===== config.mk =====
export PLATFORM = sky130hd
export DESIGN_NAME = csel_sub_8b_pipe
export DESIGN_NICKNAME = d
export VERILOG_FILES = /design/src/rtl/csel_sub_8b_pipe.sv
export SDC_FILE = /design/constraint.sdc
export NUM_CORES = 1
export LEC_CHECK = 0
export CAP_MARGIN = 20
export CORE_UTILIZATION = 26
export CTS_BUF_LIST = sky130_fd_sc_hd__clkbuf_8
export DETAILED_ROUTE_END_ITERATION = 6
export HOLD_SLACK_MARGIN = 0.02
export PLACE_DENSITY = 0.49
export SLEW_MARGIN = 20
export SYNTH_ARGS = -nofsm -noshare
export SYNTH_HDL_FRONTEND = slang
export SYNTH_SLANG_ARGS = --single-unit

===== constraint.sdc =====
create_clock -name clk -period 2.6 [get_ports clk]
set_input_delay 0.52 -clock clk [delete_from_list [all_inputs] [get_ports clk]]
set_output_delay 0.52 -clock clk [all_outputs]
set_load 0.05 [all_outputs]

===== src/rtl/csel_sub_8b_pipe.sv =====
// ---------------------------------------------------------------------------
// csel_sub_8b_pipe
//   Two-stage pipelined carry-select subtractor: d = a - b - bin (mod 2^WIDTH),
//   with borrow-out and signed-overflow flags.
//   Stage 1 registers the low-half difference with its borrow, and both
//   high-half candidates (borrow-in 0 and 1). Stage 2 picks the high half
//   using the low-half borrow. valid/ready on both sides with full
//   backpressure; at most two operations are in flight.
//
// Ports
//   clk        rising-edge clock
//   rst        synchronous active-high reset
//   a, b       minuend / subtrahend (WIDTH bits)
//   bin        borrow-in
//   in_valid   operands valid
//   in_ready   unit can accept operands this cycle (combinational)
//   d          registered difference
//   bout       registered borrow-out (1 iff unsigned a < b + bin)
//   ovf        registered signed overflow
//   out_valid  d/bout/ovf valid
//   out_ready  downstream accepts the result
// ---------------------------------------------------------------------------
module csel_sub_8b_pipe #(
    parameter int unsigned WIDTH = 8
) (
    input  logic             clk,
    input  logic             rst,
    input  logic [WIDTH-1:0] a,
    input  logic [WIDTH-1:0] b,
    input  logic             bin,
    input  logic             in_valid,
    output logic             in_ready,
    output logic [WIDTH-1:0] d,
    output logic             bout,
    output logic             ovf,
    output logic             out_valid,
    input  logic             out_ready
);

    localparam int unsigned HW  = WIDTH / 2;
    localparam int unsigned HW1 = HW + 1;
    localparam int unsigned MSB = WIDTH - 1;

    // Stage 1 state
    logic          s1_valid_q, s1_valid_d;
    logic [HW-1:0] lo_q, lo_d;
    logic          bl_q, bl_d;
    logic [HW-1:0] h0_q, h0_d;
    logic          h0b_q, h0b_d;
    logic [HW-1:0] h1_q, h1_d;
    logic          h1b_q, h1b_d;
    logic          am_q, am_d;
    logic          bm_q, bm_d;

    // Stage 2 (output) state
    logic             out_valid_q, out_valid_d;
    logic [WIDTH-1:0] d_q, d_d;
    logic             bout_q, bout_d;
    logic             ovf_q, ovf_d;

    logic           s2_adv;
    logic           accept;
    logic           consume;
    logic [HW1-1:0] lo_full;
    logic [HW1-1:0] h0_full;
    logic [HW1-1:0] h1_full;
    logic [HW-1:0]  hsel;
    logic           hsel_b;
    logic [WIDTH-1:0] dsel;

    // Handshake and stall logic
    always_comb begin
        s2_adv   = s1_valid_q && (!out_valid_q || out_ready);
        in_ready = !rst && (!s1_valid_q || s2_adv);
        accept   = in_valid && in_ready;
        consume  = out_valid_q && out_ready;
    end

    // Stage 1 datapath: one extra bit on each half captures its borrow
    always_comb begin
        lo_full = {1'b0, a[HW-1:0]} - {1'b0, b[HW-1:0]} - HW1'(bin);
        h0_full = {1'b0, a[MSB:HW]} - {1'b0, b[MSB:HW]};
        h1_full = {1'b0, a[MSB:HW]} - {1'b0, b[MSB:HW]} - HW1'(1'b1);
    end

    // Stage 1 next state: load on accept, drain when stage 2 takes the op
    always_comb begin
        s1_valid_d = s1_valid_q;
        lo_d       = lo_q;
        bl_d       = bl_q;
        h0_d       = h0_q;
        h0b_d      = h0b_q;
        h1_d       = h1_q;
        h1b_d      = h1b_q;
        am_d       = am_q;
        bm_d       = bm_q;
        if (accept) begin
            s1_valid_d = 1'b1;
            lo_d       = lo_full[HW-1:0];
            bl_d       = lo_full[HW];
            h0_d       = h0_full[HW-1:0];
            h0b_d      = h0_full[HW];
            h1_d       = h1_full[HW-1:0];
            h1b_d      = h1_full[HW];
            am_d       = a[MSB];
            bm_d       = b[MSB];
        end else if (s2_adv) begin
            s1_valid_d = 1'b0;
        end
    end

    // Stage 2 select: low-half borrow chooses the high candidate
    always_comb begin
        hsel   = bl_q ? h1_q  : h0_q;
        hsel_b = bl_q ? h1b_q : h0b_q;
        dsel   = {hsel, lo_q};
    end

    // Stage 2 next state: load on advance, otherwise hold (stable under stall)
    always_comb begin
        out_valid_d = out_valid_q;
        d_d         = d_q;
        bout_d      = bout_q;
        ovf_d       = ovf_q;
        if (s2_adv) begin
            out_valid_d = 1'b1;
            d_d         = dsel;
            bout_d      = hsel_b;
            ovf_d       = (am_q != bm_q) && (dsel[MSB] != am_q);
        end else if (consume) begin
            out_valid_d = 1'b0;
        end
    end

    // Pipeline registers
    always_ff @(posedge clk) begin
        if (rst) begin
            s1_valid_q  <= 1'b0;
            lo_q        <= '0;
            bl_q        <= 1'b0;
            h0_q        <= '0;
            h0b_q       <= 1'b0;
            h1_q        <= '0;
            h1b_q       <= 1'b0;
            am_q        <= 1'b0;
            bm_q        <= 1'b0;
            out_valid_q <= 1'b0;
            d_q         <= '0;
            bout_q      <= 1'b0;
            ovf_q       <= 1'b0;
        end else begin
            s1_valid_q  <= s1_valid_d;
            lo_q        <= lo_d;
            bl_q        <= bl_d;
            h0_q        <= h0_d;
            h0b_q       <= h0b_d;
            h1_q        <= h1_d;
            h1b_q       <= h1b_d;
            am_q        <= am_d;
            bm_q        <= bm_d;
            out_valid_q <= out_valid_d;
            d_q         <= d_d;
            bout_q      <= bout_d;
            ovf_q       <= ovf_d;
        end
    end

    assign d         = d_q;
    assign bout      = bout_q;
    assign ovf       = ovf_q;
    assign out_valid = out_valid_q;

endmodule


**After elaboration in Yosys (flattened, before gate mapping)**

Cells that the tools add are included.

- Input port bits: 21
- Logic and storage cells: 37
- Register bits: 29
- Output and inout bits: 12

- Equality and inequality tests: 2
- Multiplexer cells: 6
- Reductions and logical operators: 12
- Add/subtract/negate cells: 4

Operators with widths:

| cell | count |
|---|---|
| $sub A4 B4 Y5 | 2 |
| $logic_and A1 B1 Y1 | 5 |
| $mux W1 | 5 |
| $sub A5 B1 Y5 | 1 |
| $sub A5 B1 Y5 const B | 1 |
| $mux W4 | 1 |
| $reduce_bool A2 Y1 | 2 |
| $logic_not A1 Y1 | 3 |
| $logic_or A1 B1 Y1 | 2 |
| $ne A1 B1 Y1 | 2 |

**Longest topological paths before layout**

- Depth in word-level cells: 7
- Mapped depth: 9
- Gate-level depth less buffers: 9

**Least setup slack after synthesis**

Ideal clock, no wire load.

- Kind: input -> register
- Start: input a[4]
- End: register h1_q[3]
- Arrival: 2.016 ns
- Stages on the path: 8
- Required time: 2.478 ns
- Library setup time: 0.122 ns
- Setup slack: 0.462 ns
- Path buffers: 0
- Cell sequence: inv_1 > ha_1 > inv_1 > fa_1 > xnor2_1 > nand3_1 > and4_4 > a311o_1

- Longest elaborated chain between the ends: 2

Ends and longest elaborated chain:

| element | RTL line | source |
|---|---|---|
| start, declared | 28 | `input logic [WIDTH-1:0] a,` |
| $sub A4 B4 Y5 | 83 | `h1_full = {1'b0, a[MSB:HW]} - {1'b0, b[MSB:HW]} - HW1'(1'b1);` |
| $sub A5 B1 Y5 | 83 |  |
| end signal, assigned | 143 | `h1_q <= '0;` |
| end signal, assigned | 157 | `h1_q <= h1_d;` |
| end, declared | 50 | `logic [HW-1:0] h1_q, h1_d;` |

No other way between the ends.
A chain may end at the register's enable or synchronous reset.

**Worst setup path after layout**

- Start: input b[0]
- End: register bl_q

- Longest elaborated chain between the ends: 2

Ends and longest elaborated chain:

| element | RTL line | source |
|---|---|---|
| start, declared | 29 | `input logic [WIDTH-1:0] b,` |
| $sub A4 B4 Y5 | 81 | `lo_full = {1'b0, a[HW-1:0]} - {1'b0, b[HW-1:0]} - HW1'(bin);` |
| $sub A5 B1 Y5 | 81 |  |
| end signal, assigned | 154 | `bl_q <= bl_d;` |
| end, declared | 47 | `logic bl_q, bl_d;` |

No other way between the ends.

==> flow_summary_export.csv <==
group,metric,value,unit
outcome,outcome,"finished clean",
floorplan,rows,27,
floorplan,die_h,77.7,um
sta,fmax,438,MHz
clock_tree,h-tree-depth,2,
global_routing,antenna_found_initial,0,
power,p_leak,0.000838,uW
power,pwr-share-seq,42.5,%
setup_path,arrival,2.43,ns
place,gp_congestion,0.683,
global_routing,grt_pass1_vias,1142,
place,dp_cells,271,
routing,top_layer_used,"met4",
clock_tree,cts-resized-gates,0,
worst_hold_path,whs_endpoint,"h0b_q",
power,power.switching,338,uW
routing,antenna_left,0,
setup_path,r2r_cells,3,
clock_tree,cts_tree,"yes",
global_routing,grtUsageTotal,10.5,%
setup_path,r2r_slack,1.09,ns
routing,drt-vias-per-instance,4.29,
global_routing,grt-ovfl-total,0,
sta,slew_violations,0,
power,switching_share,28.2,%
logic_synthesis,postSynthAreaPerCell,8.88,um^2
worst_hold_path,worstHoldPathType,"flop to flop",
logic_synthesis,synth_nets,203,
setup_path,max_stage_delay,0.45,ns
place,io_buffers,32,
global_routing,grt_max_degree,15,
logic_synthesis,seq_area_frac_synth,38.9,%
clock_tree,hold_buffers,0,
floorplan,pin_count,33,
clock_tree,root_buffer,"clkbuf_8",
setup_path,path_class,"primary input to flop",
sta,finalClockSkew,0.00221,ns
routing,wl,2820,um
logic_synthesis,synth_seq_cells,29,
logic_synthesis,syn_inst,168,
power,power_frac_clock,34.1,%
logic_synthesis,async_flop_share,0,%
layout,post-route-cell-area,2030,um^2
logic_synthesis,yosysWarnings,0,
setup_path,worst-endpoint-required,2.75,ns
setup_path,crit_chain,"clkdlybuf4s50_1, inv_1, fa_1, fa_1, nand2b_1, a21oi_1, xnor2_1, o21ai_0",
clock_tree,cts_buffers,5,
sta,fin_crit_sh,87.9,%
floorplan,die_area,6040,um^2
setup_path,r2r_end,"ovf",
sta,rsz0062_at_grt,"false",
sta,relSlewSlack,67.2,%
sta,hold_ws,0.454,ns
logic_synthesis,yosysUniqueCellTypes,32,
logic_synthesis,synthesis.area,1490,um^2
layout,area_delta_synth_final,36.2,%
sta,finalHoldViolations,0,
setup_path,endpoint_kind,"flop",
worst_hold_path,hold_path_depth,2,
power,power_density,589,nW/um^2
place,dpl_cell_area,1930,um^2
global_routing,grt_pass1_wl,4930,um
routing,post_drt_wl_per_cell,10.1,um
floorplan,core_area,5510,um^2
sta,tightest_slew,0.491,ns
setup_path,r2r_start,"bl_q",
clock_tree,path_clk_slew,0.06,ns
setup_path,worstSetupStartpointType,"primary input",
power,peakVddDrop,0.000181,V
sta,min_period,2.29,ns
place,detailed_place_hpwl,2230,um
layout,antennaDiodeCount,0,
worst_hold_path,min_from,"h0b_q",
setup_path,worst_path_max_delay_cell,"clkdlybuf4s50_1",
sta,setup_viol,0,
clock_tree,cts_setup_buffers,0,
routing,route.met3.wl,116,um
routing,drt_iter0_drc,61,
power,combPwrFrac,23.4,%
layout,drive_gt1_share,10.6,%
setup_path,crit_fanout,2,
run,max-cap-violations,0,
setup_path,worst_path_most_repeated_cell,"fa_1",
floorplan,die_w,77.7,um
clock_tree,clk_path_buf_depth,2,
logic_synthesis,synthFlopType,"dfxtp_1",
clock_tree,clk_latency,0.28,ns
routing,drt_pass1_iterations,3,
routing,vias,1198,
sta,fin_tns_setup,0,ns
power,power.internal,859,uW
floorplan,initial_utilization,27.1,%
logic_synthesis,synth-edff-count,0,
routing,wirelength_met1,1370,um
routing,route.met2.wl,1290,um
layout,fin_cells,279,
layout,nets,241,
clock_tree,cts_sinks,29,
routing,drc,0,
## worst max-delay path by stage
stage,start,end,slack (ns),cells after the start
after CTS,b[0],bl_q,0.30,8
after global routing,b[0],bl_q,0.18,8
final,b[0],bl_q,0.31,8
after detailed placement,b[0],bl_q,0.006,8
after global placement,b[0],bl_q,0.03,8
after floorplan,a[4],h1_q[3],0.46,8
## cell usage after synthesis, types with 2 or more instances
| master | number | area (um^2) |
|---|---|---|
| a21oi_1 | 8 | 40.0 |
| o21ai_0 | 10 | 50.1 |
| mux2i_1 | 9 | 90.1 |
| inv_1 | 16 | 60.1 |
| nand2b_1 | 4 | 25.0 |
| nand2_1 | 14 | 52.6 |
| a211oi_1 | 7 | 52.6 |
| clkbuf_1 | 2 | 7.51 |
| buf_2 | 4 | 20.0 |
| nand3b_1 | 3 | 22.5 |
| ha_1 | 11 | 138 |
| nor2_1 | 15 | 56.3 |
| xnor2_1 | 4 | 35.0 |
| dfxtp_1 | 29 | 581 |
| fa_1 | 3 | 60.1 |
| buf_1 | 2 | 7.51 |
| nand3_1 | 12 | 60.1 |
## power by group through the flow
stage | registers (uW) | logic (uW) | clock network (uW)
after floorplan | 545 | 153 | 0
after global placement | 518 | 282 | 0
after detailed placement | 519 | 282 | 0
after CTS | 509 | 284 | 423
after global routing | 514 | 311 | 438
final | 508 | 280 | 408
## cell type report
cell class / instances / area [um^2]
flip-flops and latches: 29 / 581
inverters: 16 / 60.1
fillers: 594 / 3480
clock buffers: 7 / 96.3
repair buffers: 40 / 390
multi-input cells: 114 / 808
well taps: 72 / 90.1
clock inverters: 1 / 5.00
## logic make-up (layout without fill, tap and decap cells)
family / count (synthesis) / count (layout) / share of synthesized area [%]
flops: 29 / 29 / 38.9
simple gates: 54 / 54 / 18.0
compound gates: 32 / 32 / 13.9
mux: 9 / 9 / 6.04
buf+inv: 25 / 64 / 6.88
fa+ha+maj: 14 / 14 / 13.3
xor+xnor: 5 / 5 / 2.94
## sequential cells by signal, indices dropped and copies added, names as in the netlist
| signal | flops |
|---|---|
| h1b_q | 1 |
| bl_q | 1 |
| bout | 1 |
| h0_q | 4 |
| am_q | 1 |
| h1_q | 4 |
| lo_q | 4 |
| d | 8 |
| s1_valid_q | 1 |
| bm_q | 1 |
| ovf | 1 |
| out_valid | 1 |
| h0b_q | 1 |
## routing by layer
layer	up-vias	GRT usage [%]
met5	-	0
met4	0	3.96
met3	4	3.65
met2	25	16.9
met1	517	12.7
li1	652	-
## through the flow
stage / util, % / total power, uW / setup slack (ns)
2_1_floorplan: - / 699 / 0.462
3_3_place_gp: 35.0 / 800 / 0.0327
3_5_place_dp: 35.0 / 801 / 0.00571
4_1_cts: 36.9 / 1220 / 0.304
5_1_grt: 36.9 / 1260 / 0.179
6_report: 36.9 / 1200 / 0.314
## cells in the final DEF, fill, tap and decap left out
cell type	n
clkdlybuf4s50_1	31
nand3b_1	3
clkbuf_8	7
inv_1	16
a31oi_1	1
a21o_1	1
a211oi_1	7
nand2b_1	4
dfxtp_1	29
ha_1	11
xnor2_1	4
o21ai_0	10
buf_12	1
fa_1	3
nor2_1	15
and3_1	1
a311oi_1	1
nand2_1	14
a21o_2	1
a2111o_1	1
xor2_1	1
a21oi_1	8
and3b_1	1
and2_1	1
a311o_1	1
buf_4	8
or3b_2	1
nand3_1	12
clkinv_2	1
mux2i_1	9
o211ai_2	1
or3_4	1
and4_4	1
## critical path, delay by kind of cell
kind,cells,cell delay (ns)
adder cells (fa/ha/maj),2,0.86
buffers and inverters,2,0.50
AO/OA/AOI/OAI,2,0.26
AND/OR/NAND/NOR,1,0.17
XOR/XNOR,1,0.13
Note: power is estimated with default switching activity, not from simulation.
==> edit 1: new RTL, same settings <==
`lo_q`, `h0_q`, `h1_q` and `d_q` no longer have a reset.
--- a/src/rtl/csel_sub_8b_pipe.sv
+++ b/src/rtl/csel_sub_8b_pipe.sv
@@ -136,33 +136,32 @@
     always_ff @(posedge clk) begin
         if (rst) begin
             s1_valid_q  <= 1'b0;
-            lo_q        <= '0;
             bl_q        <= 1'b0;
-            h0_q        <= '0;
             h0b_q       <= 1'b0;
-            h1_q        <= '0;
             h1b_q       <= 1'b0;
             am_q        <= 1'b0;
             bm_q        <= 1'b0;
             out_valid_q <= 1'b0;
-            d_q         <= '0;
             bout_q      <= 1'b0;
             ovf_q       <= 1'b0;
         end else begin
             s1_valid_q  <= s1_valid_d;
-            lo_q        <= lo_d;
             bl_q        <= bl_d;
-            h0_q        <= h0_d;
             h0b_q       <= h0b_d;
-            h1_q        <= h1_d;
             h1b_q       <= h1b_d;
             am_q        <= am_d;
             bm_q        <= bm_d;
             out_valid_q <= out_valid_d;
-            d_q         <= d_d;
             bout_q      <= bout_d;
             ovf_q       <= ovf_d;
         end
+    end
+
+    always_ff @(posedge clk) begin
+        lo_q <= lo_d;
+        h0_q <= h0_d;
+        h1_q <= h1_d;
+        d_q  <= d_d;
     end
 
     assign d         = d_q;
Check against the original RTL: differs if rst is asserted again (counterexample within 4 cycles, from zero or initial values and one cycle with rst high); with rst held inactive, the same outputs for 10 cycles.
==> edit 1 against the original RTL <==
- critical path depth rose by 3
- synthesized area down 3.7%
- routed wire length fell by 7.2%
- setup slack got worse by 0.26 ns
- sequential cell count is the same
- power fell by 2.5%
- clock skew about the same
- final area fell by 1.4%
- largest power group unchanged
- critical endpoint is now h1b_q
- maximum frequency down 10%
==> edit 1: results (changes against the original RTL) <==
- First-pass GRT wire length: 4.24 mm (-14%)
- Setup_tns: 0 ns (unchanged)
- CTS clk-pin slew, worst paths: 0.06 ns (about the same)
- Post-synth net total: 154 (-24%)
- Worst vdd ir: 0.240 mV (+33%)
- Vias in the first global route: 982 (-14%)
- CTS Buffer Depth: 2 (unchanged)
- Layout Cells excl Fill: 235 (-16%)
- Ys async rst share: 0% (unchanged)
- Worst skew pair latency: 0.28 ns (about the same)
- Synth warn: 0 (unchanged)
- Critical path data arrival time: 2.75 ns (+0.32 ns)
- Status: finished, final reports clean
- Top cells by area, synth: edfxtp_1, dfxtp_1, ha_1
- Gpl congestion: 0.714 (+4.5%)
- Synth Instances: 119 (-29%)
- XOR/XNOR share of the synthesized area: 5.40% (+2.5 points)
- Fill cell count: 539 (-9.3%)
- Hold crit path type: reg -> reg
- Netlist cell types: 26 (-19%)
- First drt pass iteration count: 4 (+1)
- Max reg flops: 8 (unchanged)
- Placed Cells: 226 (-17%)
- Worst Path Max Fanout: 2 (unchanged)
- Placement Cell Area: 0.00190 mm2 (-1.8%)
- Gr usage total: 9.66% (-0.82 points)
- DRT iter0 DRCs: 19 (-69%)
- Number of port buffers: 32 (unchanged)
- Synth Area in Compound Gates: 6.36% (-7.6 points)
- Hpwl dp: 1.97 mm (-12%)
- RR Startpoint: s1_valid_q
- CTS Buf Count: 5 (unchanged)
- Worst Setup SP: a[4]
- Largest net degree at the start of global routing: 13 (-2)
- CTS HTree Levels: 2 (unchanged)
- DR WL/cell: 11.1 um (+10%)
- Main flop type after synthesis: edfxtp_1
- Synth top cells by count: edfxtp_1, inv_1, ha_1, dfxtp_1
- Mux contribution to synthesized area: 5.23% (-0.81 points)
- Ant diodes: 0 (unchanged)
- Post-synth EDFFs: 20 (+20)
- Static leakage: 0.000816 uW (-2.7%)
- Sequential element share of the synthesized area: 54.4% (+15 points)
- Layout cells sized above 1: 15.2% (+4.5 points)
- Worst Skew: 0.00249 ns (+0.000281 ns)
- Root Buffer: clkbuf_8
- Fin nets: 199 (-17%)
- Sw power: 313 uW (-7.3%)
- Post-Synth Adder-Cell Area: 13.8% (+0.51 points)
- Hold Crit Start: lo_q[0]
- Pre-CTS setup slack: -0.294 ns (-0.299 ns)
- Via count: 950 (-21%)
- Relative slew slack: 66.8% (-0.43 points)
- Number of antenna violations at the first check in global routing: 0 (unchanged)
==> edit 1: path summary, 6_finish.rpt <==
path	cells after the start	slack (ns)	to
max	11	0.06	h1b_q
min	0	0.42	d[0]
max reg2reg	4	1.21	h0_q[1]
min reg2reg	0	0.42	d[0]
==> edit 1: worst max-delay path, cell delays in order <==
cell and delay, ns:
clkdlybuf4s50_1 0.45, inv_1 0.04, ha_2 0.17, inv_2 0.05, fa_1 0.44, inv_2 0.10
ha_4 0.13, nand2b_1 0.05, or4b_4 0.48, a21o_1 0.16, a31oi_1 0.14
==> edit 1: per-layer routing <==
layer  global-route usage [%]  wire length [um]  vias up
met3                     3.59               126        6
met4                     5.77                66        0
met2                     15.9              1240       25
met5                        0                 0        -
met1                     10.6              1190      427
li1                         -                 -      492
==> edit 1: cell type report <==
type | count | area, um2 | share of cell area (%)
clock inverters | 3 | 12.5 | 0.625
clock buffers | 5 | 68.8 | 3.44
repair buffers | 39 | 383 | 19.1
inverters | 20 | 75.1 | 3.75
flip-flops and latches | 29 | 781 | 39.0
well taps | 70 | 87.6 | 4.37
multi-input cells | 69 | 596 | 29.7
==> edit 1: timing repair <==
item,4_1_cts,5_1_grt
setup buffers,0,1
hold endpoints to repair,0,0
endpoints found under the setup margin,0,1
gates resized for setup,0,6
==> edit 1: power groups by stage <==
stage	Combinational (uW)	Sequential, uW	Clock (uW)
global route	291	562	368
global placement	251	566	0
CTS	258	558	354
detailed placement	256	567	0
finish	265	557	344
floorplan	129	594	0
==> edit 2: new RTL, config.mk and constraints unchanged <==
Without the edit above. Put one more register stage on the output `ovf`, cleared by the reset. The value now appears one clock later. The other outputs are not delayed to match. Comments in the files are not updated.
--- a/src/rtl/csel_sub_8b_pipe.sv
+++ b/src/rtl/csel_sub_8b_pipe.sv
@@ -167,7 +167,13 @@
 
     assign d         = d_q;
     assign bout      = bout_q;
-    assign ovf       = ovf_q;
+    always_ff @(posedge clk) begin
+        if (rst) begin
+            ovf <= '0;
+        end else begin
+            ovf <= ovf_q;
+        end
+    end
     assign out_valid = out_valid_q;
 
 endmodule
Behaviour: not the same (Yosys sat finds a counterexample within 4 cycles, from zero or initial values and one cycle with rst high).
==> edit 2 against the original RTL <==
- synthesized area grew 1.8%
- core utilization fell by 0.38 points
- routed wire length increased by 4.4%
- sequential cell count increased by 1
- global-route usage increased by 0.56 points
- sequential share of layout area increased by 0.93 points
- final area grew 0.18%
- power down 4.1%
- die area grew 1.7%
- register-to-register slack got worse by 0.02 ns
- setup slack better by 0.012 ns
- non-clock buffer count did not move
==> edit 2: results (changes against the original RTL) <==
- Status: finished, final reports clean
- WL final: 2.94 mm (+4.4%)
- Sequential element share of the synthesized area: 39.6% (+0.65 points)
- Met3 Track Usage GR: 3.49% (-0.16 points)
- Placement Cell Area: 0.00196 mm2 (+1.4%)
- DRT iter0 DRCs: 51 (-16%)
- Pre-CTS setup slack: 0.00812 ns (+0.00241 ns)
- Multi-input comb cells: 115 (+0.88%)
- Synth Instances: 170 (+1.2%)
- Reg area: 601 um2 (+3.4%)
- Synth top cells by count: dfxtp_1, inv_1, nor2_1, nand2_1, nand3_1
- Hpwl dp: 2.31 mm (+3.4%)
- Fraction of area in non-clock buffers: 19.2% (-0.035 points)
- Vias in the first global route: 1136 (-0.53%)
- Worst Path Max Fanout: 2 (unchanged)
- Clkbuf count: 5 (-2)
- Fin nets: 243 (+0.83%)
- Layout cells sized above 1: 10.1% (-0.53 points)
- WL met2: 1.32 mm (+2.5%)
- Via count: 1215 (+1.4%)
- Top cells by area, synth: dfxtp_1, ha_1, mux2i_1
- Worst Skew: 0.00432 ns (+0.00211 ns)
- Fill cell count: 605 (+1.9%)
- Static leakage: 0.000838 uW (about the same)
- Area growth from synthesis to layout: 34.0%
- Max reg flops: 8 (unchanged)
- Met2 Usage GRT: 17.6% (+0.73 points)
- Netlist cell types: 33 (+3.1%)
- Gr usage total: 11.0% (+0.56 points)
- Drt via density: 4.34 (+1.1%)
- CTS clk-pin slew, worst paths: 0.06 ns (about the same)
- Largest net degree at the start of global routing: 18 (+3)
- Worst path max stage delay: 0.45 ns (about the same)
- Fraction of area in multi-input gates: 40.0% (+0.23 points)
- FF+latch count, synth: 30 (+3.4%)
- First drt pass iteration count: 4 (+1)
- Root Buffer: clkbuf_8
- Worst-Margin Slew: 0.495 ns (+0.00413 ns)
- Worst vdd ir: 0.217 mV (+20%)
- Placed Cells: 273 (+0.74%)
- First-pass GRT wire length: 5.20 mm (+5.6%)
- Metal3 WL: 98 um (-16%)
- WL met1: 1.46 mm (+6.6%)
- Clock tree cell share of total cell area: 3.87% (-1.1 points)
## edit 2: changes by cell type in the layout (fill, tap and decap cells not counted)
cell	before	now
clkinv_2	1	2
dfxtp_1	29	30
nor2b_1	0	1
clkbuf_8	7	5
## edit 2: cell families (layout without fill, tap and decap cells)
kind of cell               after synthesis  count (layout)  synth area share (%)
muxes                                    9               9                  5.94
AOI/OAI and AO/OA                       32              32                  13.7
DFF                                     30              30                  39.6
xor gates and xnor gates                 5               5                  2.89
adders and majority gates               14              14                  13.0
buffers and inverters                   25              63                  6.76
and+or+nand+nor                         55              55                  18.1
## edit 2: final timing paths
check        slack (ns)       to     from
min reg2reg        0.45  h0_q[0]  h0_q[0]
max reg2reg        1.07    ovf_q     bl_q
max                0.33     bl_q     b[0]
min                0.45  h0_q[0]  h0_q[0]
## edit 2: power breakdown
group / internal [uW] / leakage [uW] / total, uW / switching [uW]
clock network: 179 / 0.0000438 / 345 / 166
registers: 501 / 0.000247 / 525 / 24.6
logic: 134 / 0.000547 / 277 / 142
